File: src/rtl/ram32_spi_bridge.sv
// ram32_spi_bridge: SPI mode-0 slave giving a host word-level access to the
// 32x32 on-chip RAM macro. The SPI pins are oversampled in the CLK domain.
// A one-byte command selects read/write and the start address. Each 32-bit
// word becomes a single-cycle RAM enable/write pulse.
// Optional feature: define RAM32_BRIDGE_BURST_EN to honour command bit6
// (burst, auto-incrementing address) until chip select rises.
module ram32_spi_bridge (
  input  logic        CLK,
  input  logic        RESETn,
  input  logic        spi_sclk,
  input  logic        spi_cs_n,
  input  logic        spi_mosi,
  output logic        spi_miso,
  output logic        ram_en,
  output logic [3:0]  ram_we,
  output logic [4:0]  ram_a,
  output logic [31:0] ram_di,
  input  logic [31:0] ram_do,
  output logic        busy
);

  localparam logic [2:0] IDLE    = 3'd0;
  localparam logic [2:0] CMD     = 3'd1;
  localparam logic [2:0] DATA    = 3'd2;
  localparam logic [2:0] ACCESS  = 3'd3;
  localparam logic [2:0] CAPTURE = 3'd4;

  logic        sclk_s1, sclk_s2, sclk_d;
  logic        cs_s1, cs_s2;
  logic        mosi_s1, mosi_s2;
  logic        sclk_rise, sclk_fall;

  logic [2:0]  state;
  logic [4:0]  bit_cnt;
  logic [31:0] rx_sr;
  logic [31:0] tx_sr;
  logic        is_write;
  logic        burst;
  logic        done;     // single-word transaction finished; ignore further bits

  // Two-flop synchronisers plus one delay stage on SCLK for edge detection
  always_ff @(posedge CLK or negedge RESETn) begin
    if (!RESETn) begin
      sclk_s1 <= 1'b0;
      sclk_s2 <= 1'b0;
      sclk_d  <= 1'b0;
      cs_s1   <= 1'b1;
      cs_s2   <= 1'b1;
      mosi_s1 <= 1'b0;
      mosi_s2 <= 1'b0;
    end else begin
      // NOTE: non-blocking assignments let every flop sample the old value of
      // the one before it, which is what makes this a real two-stage chain.
      sclk_s1 <= spi_sclk;
      sclk_s2 <= sclk_s1;
      sclk_d  <= sclk_s2;
      cs_s1   <= spi_cs_n;
      cs_s2   <= cs_s1;
      mosi_s1 <= spi_mosi;
      mosi_s2 <= mosi_s1;
    end
  end

  assign sclk_rise = sclk_s2 & ~sclk_d;
  assign sclk_fall = ~sclk_s2 & sclk_d;
  assign busy      = ~cs_s2;
  assign ram_en    = (state == ACCESS);
  assign ram_we    = (ram_en && is_write) ? 4'hF : 4'h0;

  // Transaction FSM: command decode, bit shifting and RAM access sequencing
  always_ff @(posedge CLK or negedge RESETn) begin
    if (!RESETn) begin
      state    <= IDLE;
      bit_cnt  <= 5'd0;
      rx_sr    <= 32'd0;
      tx_sr    <= 32'd0;
      is_write <= 1'b0;
      burst    <= 1'b0;
      done     <= 1'b0;
      spi_miso <= 1'b0;
      ram_a    <= 5'd0;
      ram_di   <= 32'd0;
    end else if (cs_s2 && (state != IDLE)) begin
      // Deselect aborts; an ACCESS in progress has already driven its pulse.
      state    <= IDLE;
      spi_miso <= 1'b0;
    end else begin
      case (state)
        IDLE: begin
          spi_miso <= 1'b0;
          if (!cs_s2) begin
            state   <= CMD;
            bit_cnt <= 5'd0;
            rx_sr   <= 32'd0;
            done    <= 1'b0;
          end
        end

        CMD: begin
          spi_miso <= 1'b0;
          if (sclk_rise) begin
            rx_sr   <= {rx_sr[30:0], mosi_s2};
            bit_cnt <= bit_cnt + 5'd1;
            if (bit_cnt == 5'd7) begin
              // The command byte is rx_sr[6:0] plus the bit arriving now,
              // so bit7 sits in rx_sr[6], bit6 in rx_sr[5], bit5 is dropped.
              ram_a    <= {rx_sr[3:0], mosi_s2};
              is_write <= rx_sr[6];
`ifdef RAM32_BRIDGE_BURST_EN
              burst    <= rx_sr[5];
`else
              burst    <= 1'b0;
`endif
              bit_cnt  <= 5'd0;
              state    <= rx_sr[6] ? DATA : ACCESS;
            end
          end
        end

        DATA: begin
          if (is_write) begin
            spi_miso <= 1'b0;
            if (sclk_rise && !done) begin
              rx_sr   <= {rx_sr[30:0], mosi_s2};
              bit_cnt <= bit_cnt + 5'd1;
              if (bit_cnt == 5'd31) begin
                ram_di <= {rx_sr[30:0], mosi_s2};
                state  <= ACCESS;
              end
            end
          end else if (sclk_fall) begin
            if (done) begin
              spi_miso <= 1'b0;
            end else begin
              spi_miso <= tx_sr[31];
              tx_sr    <= {tx_sr[30:0], 1'b0};
              bit_cnt  <= bit_cnt + 5'd1;
              if (bit_cnt == 5'd31) begin
                if (burst) begin
                  // Prefetch the next word right after bit0 goes out.
                  ram_a <= ram_a + 5'd1;
                  state <= ACCESS;
                end else begin
                  done <= 1'b1;
                end
              end
            end
          end
        end

        ACCESS: begin
          if (is_write) begin
            bit_cnt <= 5'd0;
            state   <= DATA;
            if (burst) ram_a <= ram_a + 5'd1;
            else       done  <= 1'b1;
          end else begin
            state <= CAPTURE;
          end
        end

        CAPTURE: begin
          // RAM output is valid the cycle after the enable pulse.
          tx_sr   <= ram_do;
          bit_cnt <= 5'd0;
          state   <= DATA;
        end

        // NOTE: unreachable encodings recover to IDLE instead of locking up.
        default: state <= IDLE;
      endcase
    end
  end

endmodule

File: config.mk
export PLATFORM = sky130hd
export DESIGN_NAME = ram32_spi_bridge
export DESIGN_NICKNAME = d
export VERILOG_FILES = /design/src/rtl/ram32_spi_bridge.sv
export SDC_FILE = /design/constraint.sdc
export NUM_CORES = 1
export LEC_CHECK = 0
export BUFFER_PORTS_ARGS = -buffer_cell sky130_fd_sc_hd__buf_2
export CAP_MARGIN = 20
export CORE_UTILIZATION = 61
export CTS_CLUSTER_SIZE = 10
export DETAILED_ROUTE_END_ITERATION = 16
export GPL_ROUTABILITY_DRIVEN = 0
export PLACE_DENSITY = 0.94
export SYNTH_ARGS = -nofsm -noshare
export SYNTH_HDL_FRONTEND = slang
export SYNTH_SLANG_ARGS = --single-unit
File: constraint.sdc
create_clock -name CLK -period 3.59 [get_ports CLK]
set_input_delay 1.077 -clock CLK [delete_from_list [all_inputs] [get_ports CLK]]
set_output_delay 1.077 -clock CLK [all_outputs]
set_load 0.01 [all_outputs]
==> results by group <==
Timing
  • Final Cycle Share: 81.5%
  • Final setup violating endpoints: 0
  • Worst relative slew slack: 43.6%
  • Slew Limit Fails: 0
  • Final Hold Fails: 0
  • Unrepaired setup endpoints after global routing: no
  • Fin crit period: 2.92 ns
  • Setup TNS: 0 ns
  • Clock Skews: 0.00721 ns
  • Worst slew pin tran: 0.843 ns
  • Fmax achieved: 342 MHz

Placed design
  • Post-DP HPWL: 7.14 mm
  • Port bufs: 80
  • DP Area: 5710 um^2

Clocking
  • Clk Latency, worst-skew pair: 0.51 ns
  • Total CTS buffers: 17
  • Setup Buffers After CTS: 0
  • Cts repair resizes: 0
  • H-tree Lvls: 4
  • CTS Buffer Depth: 2
  • CTS clk-pin slew, worst paths: 0.06 ns
  • Hold Buf Count CTS: 0
  • Root Buffer: clkbuf_8
  • CTS tree: yes
  • Clk sinks: 118

Yosys
  • Count of state elements after synthesis: 118
  • Post-synth net total: 519
  • Post-synthesis mux area share: 16.5%
  • Post-synthesis xor/xnor area fraction: 0.166%
  • Avg Inst Size Synth: 11.0 um^2
  • Syn Inst Count: 480
  • Mapped Area: 5280 um^2
  • Post-synth EDFFs: 0
  • Post-Synth Adder-Cell Area: 0.474%
  • Async SR Flop Fraction: 100%
  • Synth Area in Simple Gates: 12.7%
  • Netlist cell types: 42
  • Leading cell type by number of instances after synthesis: dfrtp_1
  • Main combinational cell family by area after synthesis: multiplexers
  • Register area share after synthesis: 56.0%
  • Post-synth top cells: dfrtp_1, nand2_1, o21ai_0
  • Synth area leader: dfrtp_1
  • Share of the synthesized area in the top cell type: 55.0%
  • Top_reg_cell synth: dfrtp_1
  • Synth Area in Compound Gates: 10.1%
  • Ranking of synthesized cells by area: dfrtp_1, mux2_4, nand2_1
  • Synth warn: 0

Setup path
  • CP Launch Point: state[1]
  • Max FO, Critical Path: 19
  • Worst setup endpoint: ram_we[3]
  • Critical path arrival: 1.85 ns
  • Crit Path Category: register to primary output
  • Critical Path RT: 2.51 ns
  • FF-to-FF path depth: 3
  • FF-to-FF Start: state[0]
  • Reg2reg end: ram_di[18]
  • R2R Setup Slk: 1.02 ns
  • Crit path launch type: register
  • Crit end category: primary output

Job
  • Max-cap violations: 0

Power
  • Pleak: 3.12 nW
  • Power Density: 689 nW/um^2
  • Peak supply drop: 0.484 mV

Outcome
  • Outcome: finished clean

Floorplan
  • Die ar.: 9030 um^2
  • Initial core utilization: 63.6%
  • Chip Width: 95.0 um
  • IO Pins: 81
  • Core Rows: 33
  • Core area: 8300 um^2
  • Die H: 95.0 um

Routing
  • DRT iter0 DRCs: 263
  • Avg Vias per Cell: 5.68
  • Drt wl/cell: 16.4 um
  • Vias: 3808
  • First-pass DRT Iterations: 5
  • Post-route ant nets: 0
  • Drt drc: 0
  • Post-detailed-routing wire length: 11.0 mm

Finish
  • Share of layout cells above drive strength 1: 29.2%
  • Register area: 2960 um^2
  • Area of the multi-input gates: 2140 um^2
  • Layout area overhead: 19.6%
  • Fin area: 6310 um^2
  • Nets@finish: 591
  • Number of fill cells: 501
  • Ant diodes: 0

Global route
  • GRT Resource Usage Total: 26.4%
  • Initial antenna violation count: 0
  • Gr ovfl total: 0
  • Number of global-route vias before repair: 3791
  • First-pass GRT wire length: 17.9 mm
  • Largest net degree at the start of global routing: 56

Hold path
  • Hold path startpoint: mosi_s1
  • Hold depth: 0
  • Hold crit path type: register to register
## state kept, by name, summed over array words and instances (netlist names)
signal / flops
is_write: 1
sclk_s2: 1
ram_a: 5
cs_s2: 1
state: 3
rx_sr: 31
ram_di: 32
tx_sr: 32
mosi_s1: 1
cs_s1: 1
mosi_s2: 1
done: 1
bit_cnt: 5
sclk_s1: 1
sclk_d: 1
spi_miso: 1
## power breakdown
group / total [mW] / internal, mW / switching [mW]
Clock: 1.71 / 1.11 / 0.598
Combinational: 0.850 / 0.322 / 0.529
Sequential: 1.79 / 1.58 / 0.210
## worst max-delay path, cell delays in order (launching register included)
cell	delay [ns]
dfrtp_1	0.68
nor2b_1	0.25
and3_1	0.24
buf_2	0.15
## cell usage in the layout, fill, tap and decap left out, types with 3 or more instances in the layout
| cell | instances |
|---|---|
| clkbuf_16 | 16 |
| clkinvlp_4 | 5 |
| buf_4 | 7 |
| nand3_1 | 5 |
| clkbuf_8 | 4 |
| nand2b_1 | 3 |
| dfrtp_1 | 116 |
| nor2b_1 | 7 |
| mux2i_1 | 33 |
| mux2_2 | 8 |
| buf_2 | 79 |
| nor2_1 | 9 |
| mux2_4 | 30 |
| nor3_1 | 3 |
| a21oi_1 | 8 |
| o21ai_0 | 75 |
| nand2_1 | 107 |
| bufinv_16 | 3 |
| and3_1 | 5 |
| a31oi_1 | 4 |
| inv_1 | 4 |
## cell type report
type                    instances  share of cell area [%]
clock inverters                11                    2.32
well taps                     105                    2.08
flip-flops and latches        118                    46.8
repair buffers                 87                    7.41
multi-input cells             324                    33.9
clock buffers                  21                    7.27
inverters                       4                   0.238
## stage by stage
stage	std cells	setup WS, ns	hold slack [ns]	utilization, %	power (mW)
finish	670	0.666	0.351	76.1	4.35
global route	670	0.588	0.360	76.1	4.57
CTS	670	0.668	0.350	76.1	4.36
detailed placement	638	1.08	0.337	68.8	2.63
global placement	638	1.17	0.334	68.8	2.54
floorplan	480	1.15	0.331	-	2.35
## cells by family after synthesis
group / after synthesis
AO/OA/AOI/OAI: 99
XOR/XNOR: 1
adder cells (fa/ha/maj): 2
buffers and inverters: 38
flip-flops: 118
multiplexers: 71
AND/OR/NAND/NOR: 151
## routing by layer
metal	up-vias	routed length, um	track usage, %
met5	-	0	0
met4	0	240	12.4
met3	27	607	6.38
met2	165	5760	46.5
met1	1825	4370	30.3
li1	1791	-	-
## worst min-delay path by stage
stage | end | slack (ns)
3_5_place_dp | mosi_s2 | 0.34
3_3_place_gp | mosi_s2 | 0.33
5_1_grt | cs_s2 | 0.36
4_1_cts | mosi_s2 | 0.35
6_report | mosi_s2 | 0.35
2_1_floorplan | mosi_s2 | 0.33
(Power assumes the default switching activity.)
